[src/rtl/soc_pkg.sv]
`default_nettype none
// soc_pkg: shared boot-loader state encoding and default framing bytes.
package soc_pkg;

   typedef enum logic [2:0] {
      BootIdle   = 3'd0,
      BootHeader = 3'd1,
      BootData   = 3'd2,
      BootCheck  = 3'd3,
      BootAck    = 3'd4,
      BootFail   = 3'd5,
      BootDone   = 3'd6
   } BootState;

   localparam logic [7:0] BOOT_SYNC_DEFAULT = 8'hA5;
   localparam logic [7:0] BOOT_ACK_DEFAULT  = 8'h4B;
   localparam logic [7:0] BOOT_NAK_DEFAULT  = 8'h45;

endpackage
`default_nettype wire

[src/rtl/boot_word_packer.sv]
`default_nettype none
// boot_word_packer: packs bytes into little-endian words with lane masks and
// drives the RAM write port with an auto-incrementing word address.
module boot_word_packer #(
   parameter int ADDR_WIDTH = 14
) (
   input  logic                  clock,
   input  logic                  reset,
   input  logic                  start,
   input  logic                  load_addr,
   input  logic [ADDR_WIDTH-1:0] base_word,
   input  logic                  byte_valid,
   input  logic [7:0]            byte_data,
   input  logic [1:0]            lane,
   input  logic                  last,
   output logic                  ram_we,
   output logic [ADDR_WIDTH-1:0] ram_addr,
   output logic [31:0]           ram_wdata,
   output logic [3:0]            ram_wmask
);

   logic [31:0] word_buf;
   logic [31:0] word_next;
   logic [3:0]  mask_buf;
   logic [3:0]  mask_next;

   always_comb begin
      word_next = word_buf;
      case (lane)
         2'd0:    word_next[7:0]   = byte_data;
         2'd1:    word_next[15:8]  = byte_data;
         2'd2:    word_next[23:16] = byte_data;
         default: word_next[31:24] = byte_data;
      endcase
      mask_next = mask_buf | (4'b0001 << lane);
   end

   // The completed word moves to the output registers immediately, so a byte
   // arriving during the write cycle lands in an already-cleared buffer.
   always_ff @(posedge clock or negedge reset) begin
      if (!reset) begin
         word_buf  <= '0;
         mask_buf  <= '0;
         ram_we    <= 1'b0;
         ram_addr  <= '0;
         ram_wdata <= '0;
         ram_wmask <= '0;
      end else begin
         ram_we <= 1'b0;
         if (load_addr) begin
            ram_addr <= base_word;
         end else if (ram_we) begin
            ram_addr <= ram_addr + ADDR_WIDTH'(1);
         end
         if (start) begin
            word_buf <= '0;
            mask_buf <= '0;
         end else if (byte_valid) begin
            if (lane == 2'd3 || last) begin
               ram_we    <= 1'b1;
               ram_wdata <= word_next;
               ram_wmask <= mask_next;
               word_buf  <= '0;
               mask_buf  <= '0;
            end else begin
               word_buf <= word_next;
               mask_buf <= mask_next;
            end
         end
      end
   end

endmodule
`default_nettype wire

[src/rtl/uart_boot_loader.sv]
`default_nettype none
// uart_boot_loader: receives a framed firmware image over UART, writes it to
// RAM, verifies an 8-bit checksum, answers ACK/NAK and releases the CPU.
module uart_boot_loader
   import soc_pkg::*;
#(
   parameter int         ADDR_WIDTH     = 14,
   parameter logic [7:0] SYNC_BYTE      = BOOT_SYNC_DEFAULT,
   parameter logic [7:0] ACK_BYTE       = BOOT_ACK_DEFAULT,
   parameter logic [7:0] NAK_BYTE       = BOOT_NAK_DEFAULT,
   parameter int         TIMEOUT_CYCLES = 4_800_000
) (
   input  logic                  clock,
   input  logic                  reset,
   input  logic [7:0]            rx_data,
   input  logic                  rx_valid,
   output logic [7:0]            tx_data,
   output logic                  tx_start,
   input  logic                  tx_busy,
   output logic                  ram_we,
   output logic [ADDR_WIDTH-1:0] ram_addr,
   output logic [31:0]           ram_wdata,
   output logic [3:0]            ram_wmask,
   output logic                  cpu_reset_n,
   output logic                  done,
   output logic                  error
);

   localparam int          TW        = $clog2(TIMEOUT_CYCLES + 1);
   localparam logic [32:0] RAM_BYTES = 33'(1) << (ADDR_WIDTH + 2);

   BootState    state;
   BootState    next_state;
   logic [2:0]  hdr_idx;
   logic [31:0] len;
   logic [23:0] base_hi;
   logic [31:0] byte_cnt;
   logic [7:0]  checksum;
   logic [TW-1:0] timer;

   logic [31:0] len_next;
   logic [31:0] base_next;
   logic        frame_start;
   logic        hdr_last;
   logic        hdr_too_long;
   logic        last_data;
   logic        timed_out;
   logic        data_valid;

   assign len_next     = {rx_data, len[31:8]};
   assign base_next    = {rx_data, base_hi};
   assign frame_start  = (state == BootIdle) && rx_valid && (rx_data == SYNC_BYTE);
   assign hdr_last     = (state == BootHeader) && rx_valid && (hdr_idx == 3'd7);
   // Sum form avoids a negative bound when BASE lies beyond the RAM.
   assign hdr_too_long = ({1'b0, len} + {1'b0, base_next}) > RAM_BYTES;
   assign last_data    = (byte_cnt == len - 32'd1);
   assign timed_out    = !rx_valid && (timer == TW'(TIMEOUT_CYCLES - 1));
   assign data_valid   = (state == BootData) && rx_valid;

   always_ff @(posedge clock or negedge reset) begin
      if (!reset) begin
         state <= BootIdle;
      end else begin
         state <= next_state;
      end
   end

   always_comb begin
      next_state = state;
      tx_start   = 1'b0;
      tx_data    = 8'h00;
      case (state)
         BootIdle: begin
            if (frame_start) next_state = BootHeader;
         end
         BootHeader: begin
            if (timed_out) begin
               next_state = BootFail;
            end else if (hdr_last) begin
               if (base_next[1:0] != 2'b00 || hdr_too_long) next_state = BootFail;
               else if (len == 32'd0)                       next_state = BootCheck;
               else                                         next_state = BootData;
            end
         end
         BootData: begin
            if (timed_out)                   next_state = BootFail;
            else if (rx_valid && last_data)  next_state = BootCheck;
         end
         BootCheck: begin
            if (timed_out)     next_state = BootFail;
            else if (rx_valid) next_state = (rx_data == checksum) ? BootAck : BootFail;
         end
         BootAck: begin
            tx_data = ACK_BYTE;
            if (!tx_busy) begin
               tx_start   = 1'b1;
               next_state = BootDone;
            end
         end
         BootFail: begin
            tx_data = NAK_BYTE;
            if (!tx_busy) begin
               tx_start   = 1'b1;
               next_state = BootIdle;
            end
         end
         BootDone: begin
            next_state = BootDone;
         end
         default: next_state = BootIdle;
      endcase
   end

   always_ff @(posedge clock or negedge reset) begin
      if (!reset) begin
         hdr_idx     <= '0;
         len         <= '0;
         base_hi     <= '0;
         byte_cnt    <= '0;
         checksum    <= '0;
         timer       <= '0;
         error       <= 1'b0;
         done        <= 1'b0;
         cpu_reset_n <= 1'b0;
      end else begin
         case (state)
            BootIdle: begin
               if (frame_start) begin
                  hdr_idx  <= '0;
                  len      <= '0;
                  base_hi  <= '0;
                  byte_cnt <= '0;
                  checksum <= '0;
                  timer    <= '0;
                  error    <= 1'b0;
               end
            end
            BootHeader, BootData, BootCheck: begin
               timer <= rx_valid ? '0 : timer + TW'(1);
               if (rx_valid && state == BootHeader) begin
                  hdr_idx <= hdr_idx + 3'd1;
                  if (!hdr_idx[2]) len     <= len_next;
                  else             base_hi <= base_next[31:8];
               end
               if (data_valid) begin
                  checksum <= checksum + rx_data;
                  byte_cnt <= byte_cnt + 32'd1;
               end
            end
            BootAck: begin
               if (!tx_busy) begin
                  done        <= 1'b1;
                  cpu_reset_n <= 1'b1;
               end
            end
            BootFail: begin
               if (!tx_busy) error <= 1'b1;
            end
            default: ;
         endcase
      end
   end

   boot_word_packer #(
      .ADDR_WIDTH (ADDR_WIDTH)
   ) u_packer (
      .clock      (clock),
      .reset      (reset),
      .start      (frame_start),
      .load_addr  (hdr_last),
      .base_word  (base_next[ADDR_WIDTH+1:2]),
      .byte_valid (data_valid),
      .byte_data  (rx_data),
      .lane       (byte_cnt[1:0]),
      .last       (last_data),
      .ram_we     (ram_we),
      .ram_addr   (ram_addr),
      .ram_wdata  (ram_wdata),
      .ram_wmask  (ram_wmask)
   );

endmodule
`default_nettype wire

[config.mk]
export PLATFORM = sky130hd
export DESIGN_NAME = uart_boot_loader
export DESIGN_NICKNAME = d
export VERILOG_FILES = /design/src/rtl/soc_pkg.sv /design/src/rtl/boot_word_packer.sv /design/src/rtl/uart_boot_loader.sv
export SDC_FILE = /design/constraint.sdc
export NUM_CORES = 1
export LEC_CHECK = 0
export CAP_MARGIN = 20
export CORE_UTILIZATION = 65
export DETAILED_ROUTE_END_ITERATION = 8
export PLACE_DENSITY = 0.86
export SLEW_MARGIN = 30
export SYNTH_ARGS = -nofsm -noshare
export SYNTH_HDL_FRONTEND = slang
export SYNTH_SLANG_ARGS = --single-unit
[constraint.sdc]
create_clock -name clock -period 8.3 [get_ports clock]
set_input_delay 1.66 -clock clock [delete_from_list [all_inputs] [get_ports clock]]
set_output_delay 1.66 -clock clock [all_outputs]
set_load 0.005 [all_outputs]
==> run metrics <==
Die X 144 µm; worst hold endpoint timer[22]$_DFFE_PN0P_; status finished, final reports clean; met3 Track Usage GR around 4.8%; sequential cell area fraction in the yosys report between 40% and 50%; final setup fails 0; DRC Markers 0; worst r2r dst u_packer.ram_wdata[7]$_DFFE_PN0P_; cell count of the worst reg-to-reg path 10; # diodes 0; proportion of layout cells with a drive suffix above 1 5.42%; Tcrit/Tclk final 61.3%; Die H 144 µm; first-pass GRT wire length between 50 and 60 mm; CTS tree yes; critical path cell sequence clkdlybuf4s50_1 > ha_1 > or4_1 > a221oi_1 > or4b_1 > nor4_1 > nand4_1 > or4_1 > nor4_1 > a211o_1; hpwl dp roughly 25 mm; async set or reset register ratio after synthesis 100%; min cycle time layout between 5 and 6 ns; CP top delay family simple AND/OR/NAND/NOR gates; sequential power share a little under a third; top cell type's share of synthesized area between 40% and 50%; sequential cell area roughly 0.0054 mm²; Post-Route Utilization approximately 75%; clk_lat worst skew roughly 0.53 ns; Max Slew Vio Count 0; Bufs on Longest Clock Path 3; number of CTS-inserted buffers 23; GPL Wtd Cong a little under 1; Post-CTS Setup Bufs 0; critical path arrival between 5 and 6 ns; slowest stage delay, CP ~0.68 ns; CP max-delay cell clkdlybuf4s50_1; Cells after Synth between 1500 and 2000; peak supply drop 0.000244 V; Cell variety after synth 75; crit path buf inv count 1; GRT overflow 0; via count 11906; max_cap viols 0; non-filler instance count after layout ~1800; die area 0.0208 mm²; Final Instance Area ~0.015 mm²; WS Path Type primary input to flip-flop; post-CTS resize count 0; total track usage between 30% and 40%; htree depth 1; met1 Usage GRT between 40% and 50%; Tot Pwr slightly below 6 mW; Power Density between 300 and 400 mW/mm²; P&R area growth vs syn 12.2%; combinational share of power about half; GRT met2 Usage roughly 56%; CTS sink cnt around 210; Startpoint Class primary input; post-DR wirelength/cell a little under 20 µm; pre-CTS WS approximately 2.7 ns; TritonRoute pass-1 iters 6; top post-synthesis cells by area dfrtp_1, nand2_1, o21ai_0; relative slew slack 39.1%; skew final approximately 0.012 ns; leak pwr between 6 and 7 nW; Final ANT Viol Nets 0; Crit Path Max Fanout 8; placed cell areas roughly 0.014 mm²; Setup TNS Final 0 ns; IO buf count between 70 and 80; GRT Max-Usage Layer met2; top_reg_cell synth dfrtp_1; Mean Syn Cell Area around 8.6 µm²; commonest non-fill, non-tap cell in the layout nand2_1; Hold Vio Cnt, Final 0; clock-pin slew on the worst setup and hold paths ~0.06 ns; most frequent cells in the layout nand2_1, dfrtp_1, o21ai_0; RSZ-0062 raised after global routing false; filler instances ~1400; setup ws final 3.21 ns; initial core utilization 66.8%; f_max between 0.15 and 0.2 GHz; Seq cells post-synth around 210; cell area after synthesis 0.0131 mm²; placed cell count roughly 1800; crit end category flip-flop; initial antenna violation count 1; worst hold path depth 1; Internal Power roughly 3.2 mW; clock share of power roughly 17%; CTS Root Cell clkbuf_16; vias in the first global route ~11000; Syn. warnings 0; critical path required time 8.76 ns; switching pwr approximately 2.6 mW; reg2reg start len[2]$_DFFE_PN0P_; Post-CTS Hold Fix Bufs 0; switching share of power around 45%; core area around 0.02 mm²; initial drt markers approximately 1100; worst hold slack between 0.4 and 0.5 ns; I/O pin total 75; final net count 1617; Core Rows 51; Worst Hold Class flip-flop to flip-flop; Slew @ Worst Pin 0.908 ns; vias per inst about 6.5; Multi-input gate area 0.00729 mm²; Total Routed Length roughly 36 mm; EDFF count, synth 0; post-synth top area cell dfrtp_1; pin count of the biggest net entering global routing 73; worst hold start timer[22]$_DFFE_PN0P_; Reg2Reg Setup Slack roughly 3.6 ns
## worst register-to-register path, delay by kind of cell (launching register included)
family / cells / cell delay [ns]
AO/OA/AOI/OAI: 3 / 0.87
AND/OR/NAND/NOR: 5 / 2.36
flip-flops: 1 / 0.52
buffers and inverters: 2 / 0.79
## flip-flops by register name, summed over array words and instances, names as in the netlist
signal              cells
u_packer.ram_wmask      4
len                    32
timer                  23
u_packer.ram_we         1
u_packer.word_buf      32
error                   1
u_packer.ram_wdata     32
base_hi                24
u_packer.mask_buf       4
u_packer.ram_addr      14
byte_cnt               32
checksum                8
done                    1
state                   3
hdr_idx                 3
## synthesized netlist by cell type, types with 32 or more instances
cell type and n:
o21ai_0 141, nand2_1 248, nand3_1 48, clkbuf_1 72, xor2_1 61, a21oi_1 98, dfrtp_1 214, nor3_1 32
xnor2_1 44, a31oi_1 41, nand4_1 35, nor2_1 96, ha_1 49
## worst max-delay path by stage
stage,from,to,slack [ns],cells after the start
final,rx_data[6],state[1]$_DFFE_PN0P_,3.21,10
after global routing,rx_data[6],state[0]$_DFFE_PN0P_,2.98,10
after CTS,rx_data[6],state[1]$_DFFE_PN0P_,3.27,10
after detailed placement,rx_data[6],state[0]$_DFFE_PN0P_,2.73,10
after global placement,rx_data[6],state[0]$_DFFE_PN0P_,2.76,10
after floorplan,rx_data[6],state[0]$_DFFE_PN0P_,3.97,9
## power groups by stage
stage / registers, mW / logic [mW] / clock network (mW)
2_1_floorplan: 1.61 / 2.12 / 0
3_3_place_gp: 1.79 / 2.83 / 0
3_5_place_dp: 1.80 / 2.91 / 0
4_1_cts: 1.78 / 2.93 / 1.02
5_1_grt: 1.84 / 3.27 / 1.06
6_report: 1.80 / 2.97 / 1.01
## cells by family after synthesis
group           Yosys count  share of synthesized area [%]
xor+xnor                105                           7.00
compound gates          431                           20.2
simple gates            587                           21.5
buf+inv                 128                           4.10
flops                   214                           40.8
fa+ha+maj                52                           5.05
other cells               1                         0.0286
mux                      17                           1.34
## final cells by class
cell class	instances	share of cell area (%)
well taps	265	2.25
flip-flops and latches	214	36.4
clock inverters	8	0.569
inverters	33	0.841
multi-input cells	1195	49.5
clock buffers	32	4.41
repair buffers	87	6.07
## per-layer routing
layer | routed length (µm) | share of wire, % | up-vias
met5 | 0 | 0 | -
met4 | 1210 | 3.4 | 0
met3 | 2740 | 7.7 | 95
met2 | 16600 | 46 | 546
met1 | 15100 | 42 | 5704
li1 | - | - | 5561
(Power assumes the default switching activity.)
